File: src/rtl/stall_ctrl_pkg.sv
// Shared types and constants for the pipeline stall controller.
// Stall bus bit order: 0 PC, 1 IF, 2 ID, 3 EX, 4 MEM, 5 WB; a set bit holds that stage.
package stall_ctrl_pkg;

    localparam int unsigned STALL_W = 6;

    typedef logic [STALL_W-1:0] stall_bus_t;

    localparam stall_bus_t STALL_NONE = 6'b000000;
    localparam stall_bus_t STALL_MEMW = 6'b011111;  // PC..MEM held, bubble into WB
    localparam stall_bus_t STALL_DIVW = 6'b001111;  // PC..EX held, bubble into MEM
    localparam stall_bus_t STALL_LU   = 6'b000111;  // PC/IF/ID held, bubble into EX

    typedef enum logic [1:0] {
        ST_RUN      = 2'd0,
        ST_DIV_WAIT = 2'd1,
        ST_MEM_WAIT = 2'd2
    } state_e;

    // True when an enabled ID source operand matches the EX destination.
    function automatic logic src_hit(input logic [4:0] src, input logic re,
                                     input logic [4:0] waddr);
        return re & (src == waddr);
    endfunction

endpackage

File: src/rtl/stall_div_counter.sv
// Divide-occupancy counter: loads DIV_CYCLES-1 on an accepted start, then counts
// down to zero regardless of other pipeline activity.
module stall_div_counter #(
    parameter int unsigned DIV_CYCLES = 33,
    parameter int unsigned CNT_W      = 6
) (
    input  logic             clk,
    input  logic             rst,
    input  logic             start,
    output logic             busy,
    output logic             done,
    output logic [CNT_W-1:0] cnt
);

    localparam logic [CNT_W-1:0] LOAD_VAL = CNT_W'(DIV_CYCLES - 1);
    localparam logic [CNT_W-1:0] CNT_ONE  = CNT_W'(1);

    logic [CNT_W-1:0] cnt_q;
    logic [CNT_W-1:0] cnt_d;

    // Next count: a start while already counting is a protocol error and is dropped.
    always_comb begin
        cnt_d = cnt_q;
        if (start && (cnt_q == '0)) begin
            cnt_d = LOAD_VAL;
        end else if (cnt_q != '0) begin
            cnt_d = cnt_q - CNT_ONE;
        end
    end

    // Counter register.
    always_ff @(posedge clk or posedge rst) begin
        if (rst) begin
            cnt_q <= '0;
        end else begin
            cnt_q <= cnt_d;
        end
    end

    assign cnt  = cnt_q;
    assign busy = (cnt_q != '0) | start;
    assign done = (cnt_q == CNT_ONE);

endmodule

File: src/rtl/stall_ctrl.sv
// Central hazard scheduler: merges load-use, divide occupancy and data-SRAM wait into
// the shared stall bus. Optional build macro STALL_CTRL_PERF_EN adds per-pattern
// stall-cycle counters.
module stall_ctrl
    import stall_ctrl_pkg::*;
#(
    parameter int unsigned DIV_CYCLES = 33,
    parameter int unsigned CNT_W      = 6
) (
    input  logic               clk,
    input  logic               rst,
    input  logic [4:0]         id_rs,
    input  logic [4:0]         id_rt,
    input  logic               id_rs_re,
    input  logic               id_rt_re,
    input  logic               ex_is_load,
    input  logic               ex_rf_we,
    input  logic [4:0]         ex_waddr,
    input  logic               ex_div_start,
    input  logic               mem_req,
    input  logic               mem_ack,
    output logic [STALL_W-1:0] stall,
    output logic               div_busy,
    output logic               div_done
`ifdef STALL_CTRL_PERF_EN
    ,
    output logic [31:0]        perf_lu_cyc,
    output logic [31:0]        perf_div_cyc,
    output logic [31:0]        perf_mem_cyc
`endif
);

    localparam logic [CNT_W-1:0] CNT_ONE = CNT_W'(1);

    state_e           state_q, state_d;
    logic             div_pending_q, div_pending_d;
    logic [CNT_W-1:0] cnt;
    logic             div_start;
    logic             mem_hold;
    logic             div_hold;
    logic             lu_hazard;

    assign div_start = (state_q == ST_RUN) & ex_div_start;

    stall_div_counter #(
        .DIV_CYCLES (DIV_CYCLES),
        .CNT_W      (CNT_W)
    ) u_div_counter (
        .clk   (clk),
        .rst   (rst),
        .start (div_start),
        .busy  (div_busy),
        .done  (div_done),
        .cnt   (cnt)
    );

    // Hazard conditions and prioritised stall pattern, all zero-latency.
    always_comb begin
        mem_hold  = mem_req & ~mem_ack;
        div_hold  = div_start | (cnt != '0);
        lu_hazard = ex_is_load & ex_rf_we & (ex_waddr != 5'd0) &
                    (src_hit(id_rs, id_rs_re, ex_waddr) | src_hit(id_rt, id_rt_re, ex_waddr));
        stall = STALL_NONE;
        if (mem_hold) begin
            stall = STALL_MEMW;
        end else if (div_hold) begin
            stall = STALL_DIVW;
        end else if (lu_hazard) begin
            stall = STALL_LU;
        end
    end

    // FSM next state; div_pending records that a divide is still in flight under a mem wait.
    always_comb begin
        state_d       = state_q;
        div_pending_d = div_pending_q;
        unique case (state_q)
            ST_RUN: begin
                if (mem_hold) begin
                    state_d       = ST_MEM_WAIT;
                    div_pending_d = div_start | (cnt != '0);
                end else if (div_start && (cnt == '0)) begin
                    state_d = ST_DIV_WAIT;
                end
            end
            ST_DIV_WAIT: begin
                if (mem_hold) begin
                    state_d       = ST_MEM_WAIT;
                    div_pending_d = 1'b1;
                end else if (cnt <= CNT_ONE) begin
                    // <= rather than == so a stray zero count can never trap the FSM
                    state_d = ST_RUN;
                end
            end
            ST_MEM_WAIT: begin
                if (mem_ack) begin
                    state_d       = (div_pending_q && (cnt > CNT_ONE)) ? ST_DIV_WAIT : ST_RUN;
                    div_pending_d = 1'b0;
                end
            end
            default: begin
                state_d       = ST_RUN;
                div_pending_d = 1'b0;
            end
        endcase
    end

    // FSM state register.
    always_ff @(posedge clk or posedge rst) begin
        if (rst) begin
            state_q       <= ST_RUN;
            div_pending_q <= 1'b0;
        end else begin
            state_q       <= state_d;
            div_pending_q <= div_pending_d;
        end
    end

`ifdef STALL_CTRL_PERF_EN
    logic [31:0] perf_lu_q, perf_div_q, perf_mem_q;

    // Stall-cycle counters, free-running and wrapping.
    always_ff @(posedge clk or posedge rst) begin
        if (rst) begin
            perf_lu_q  <= '0;
            perf_div_q <= '0;
            perf_mem_q <= '0;
        end else begin
            if (stall == STALL_LU)   perf_lu_q  <= perf_lu_q + 32'd1;
            if (stall == STALL_DIVW) perf_div_q <= perf_div_q + 32'd1;
            if (stall == STALL_MEMW) perf_mem_q <= perf_mem_q + 32'd1;
        end
    end

    assign perf_lu_cyc  = perf_lu_q;
    assign perf_div_cyc = perf_div_q;
    assign perf_mem_cyc = perf_mem_q;
`endif

endmodule

File: config.mk
export PLATFORM = sky130hd
export DESIGN_NAME = stall_ctrl
export DESIGN_NICKNAME = d
export VERILOG_FILES = /design/src/rtl/stall_ctrl_pkg.sv /design/src/rtl/stall_div_counter.sv /design/src/rtl/stall_ctrl.sv
export SDC_FILE = /design/constraint.sdc
export NUM_CORES = 1
export LEC_CHECK = 0
export BUFFER_PORTS_ARGS = -buffer_cell sky130_fd_sc_hd__buf_4
export CORE_UTILIZATION = 48
export CTS_BUF_LIST = sky130_fd_sc_hd__clkbuf_4 sky130_fd_sc_hd__clkbuf_8
export DETAILED_ROUTE_END_ITERATION = 8
export HOLD_SLACK_MARGIN = 0.02
export PLACE_DENSITY_LB_ADDON = 0.05
export SLEW_MARGIN = 30
export SYNTH_ARGS = -nofsm -noshare
export SYNTH_HDL_FRONTEND = slang
export SYNTH_HIERARCHICAL = 1
export SYNTH_SLANG_ARGS = --single-unit
File: constraint.sdc
create_clock -name clk -period 1.8 [get_ports clk]
set_input_delay 0.18 -clock clk [delete_from_list [all_inputs] [get_ports clk]]
set_output_delay 0.18 -clock clk [all_outputs]
set_load 0.01 [all_outputs]
==> reports/results.ini <==
[outcome]
status = complete, but fails checks
violations = negative setup slack

[clocking]
cts_buffer_depth = 2
htreeDepth = 1
cts_buffers = 3
cts.sinks = 9
clkLatencyLatePin_ns = 0.25
clk_pin_slew_ns = 0.06
cts_tree = built
root_buffer = clkbuf_4

[floorplan]
dieWidth_um = 41.02
fp.dieH_um = 41.02
io_pins = 32
initial_core_util_pct = 54.12
fp.dieArea_um2 = 1682
rows = 13
core_um2 = 1350

[routing]
drtIter0Drc = 9
via_per_inst = 5.168
dr.pass1.iters = 4
wl_per_cell_um = 13.25
antenna_left = 0
vias = 708
drt_wl_total_mm = 1.815
drc = 0

[finish]
n_antenna_cell = 0
nNetsFinal = 150
areaGrowthSynthToFinish_pct = 46.92
final_cells = 137
layout-drive-gt1-share_pct = 45.08

[logic_synthesis]
seq_area_frac_synth_pct = 30.82
synth.avg_cell_area_um2 = 8.911
synth.top_cell.area_share_pct = 30.82
synthDistinctLibCells = 31
async_reset_ff_share_pct = 100.0
synth_warnings = 6
synth_top_flop_cell = dfrtp_1
synth_area_leader_cell = dfrtp_1
syn_area_um2 = 730.7
postSynthCellCount = 82
synthTopCellsByCount = 12 x xnor2_1, 9 x dfrtp_1, 9 x nand2_1
ys_seq_elements = 9
post-synth-top-count-cell = xnor2_1
synth_area_leaders = dfrtp_1 31%, xnor2_1 14%, ha_1 5.1%
synth_fp_nets = 109
synth-edff-count = 0

[pwr]
cellLeakagePower_nw = 0.4897
irDropWorstVdd_uv = 988.7
p_per_area_nw_per_um2 = 1149
power_mw = 1.234

[global_route]
grt_pass1_wl_mm = 2.401
grt_pass1_vias = 589
antenna_found_initial = 0
grt_max_degree = 10
grt_usage_pct = 21.84
gr-total-overflow = 0

[timing]
fin_crit_sh_pct = 114.0
clock.fmax_mhz = 487.4
hold_ws_ns = 0.1007
rsz0062_at_grt = yes
fin_ws_ns = -0.2517
fin_skew_ns = 0.003030
fin_crit_ns = 2.052
finalSetupViolCount = 4
slew_violations = 0
finalHoldViolCount = 0

[worst_setup_path]
worst-path-max-fanout = 3
cp-start-kind = flop
critPathRequiredTime_ns = 1.62
cp.buffers_inverters = 1
cp_cell_sequence = nor3_2, nand2_1, or4_4, a41o_1, buf_4
crit_path_max_incr_delay_ns = 0.48
cp-end-kind = output port
slowest_stage = or4_4
crit_arrival_ns = 1.87
cpLargestDelayFamily = simple AND/OR/NAND/NOR gates
worst-setup-path-type = flop to output port

[placed_design]
place_congestion = 0.7680
port_buffers = 30
dp_cells = 127
hpwl_mm = 1.340

[job]
cap_violations = 0

[min_path]
min_path_type = input pin to flop

==> per-layer routing <==
layer	vias up	global-route usage [%]	part of all wire [%]
met4	0	8.333	1.2
met3	4	3.261	5.1
met1	322	25.76	41
li1	362	-	-
met5	-	0	0
met2	20	39.06	53
==> through the flow <==
| stage | cell area (um2) | setup WS [ns] | setup TNS (ns) | util [%] |
|---|---|---|---|---|
| 3_3_place_gp | 970.9 | 0.08655 | 0 | 71.92 |
| 6_report | 1074 | -0.2517 | -0.7707 | 79.52 |
| 2_1_floorplan | 730.7 | 0.006508 | 0 | - |
| 5_1_grt | 1074 | -0.3255 | -1.074 | 79.52 |
| 4_1_cts | 1026 | -0.2527 | -0.7725 | 76.00 |
| 3_5_place_dp | 970.9 | 0.05145 | 0 | 71.92 |
==> layout make-up <==
class,count,area [um2]
clock buffer,4,30.03
fill,93,276.5
inverter,6,25.02
multi-input combinational,62,464.2
sequential,9,225.2
tap,15,18.77
timing repair buffer,41,310.3
==> where the power goes <==
part	internal [mW]	total [mW]	switching (mW)	leakage (nW)
logic	0.357	0.689	0.332	0.362
registers	0.285	0.376	0.0905	0.109
clock network	0.100	0.169	0.0687	0.0184
==> path summary, 6_finish.rpt <==
check	slack, ns	startpoint	to	cells past startpoint
min in group asynchronous	0.36	rst	state_q[0]$_DFFE_PP0P_	3
hold reg to reg	0.50	div_pending_q$_DFFE_PP0P_	div_pending_q$_DFFE_PP0P_	1
hold / removal	0.10	mem_ack	state_q[1]$_DFFE_PP0P_	2
max in group asynchronous	1.19	rst	u_div_counter/cnt[0]$_DFFE_PP0P_	3
setup / recovery	-0.25	u_div_counter/cnt[1]$_DFFE_PP0P_	stall[0]	5
setup reg to reg	0.08	u_div_counter/cnt[1]$_DFFE_PP0P_	div_pending_q$_DFFE_PP0P_	6
==> state kept, by name, summed over array words and instances, names as in the netlist <==
name	flops
state_q	2
div_pending_q	1
u_div_counter/cnt	6
==> cell usage in the layout (no fill, tap or decap), drive strengths merged, types with 2 or more instances in the layout <==
cell type,instances
o22ai,2
nor3b,2
xnor2,12
nor2,6
a21oi,2
nand2,9
inv,6
nor3,3
and3,2
mux2i,3
nand4,2
or4,2
clkbuf,4
a41o,2
nand2b,3
dfrtp,9
ha,3
buf,40
==> repair_timing <==
| action | 4_1_cts | 5_1_grt |
|---|---|---|
| resized for setup | 3 | 5 |
| pin swaps | 2 | 3 |
| hold endpoints to repair | 9 | 0 |
| setup buffers | 1 | 4 |
| setup endpoints to repair | 5 | 5 |
| hold buffers | 1 | 0 |
==> cell families after synthesis <==
kind of cell,synth area share [%]
and+or+nand+nor,24.66
xor gates and xnor gates,14.38
AOI/OAI and AO/OA,11.64
buffers and inverters,8.733
DFF,30.82
adders and majority gates,5.138
muxes,4.110
other,0.5132
Note: power is estimated with default switching activity, not from simulation.
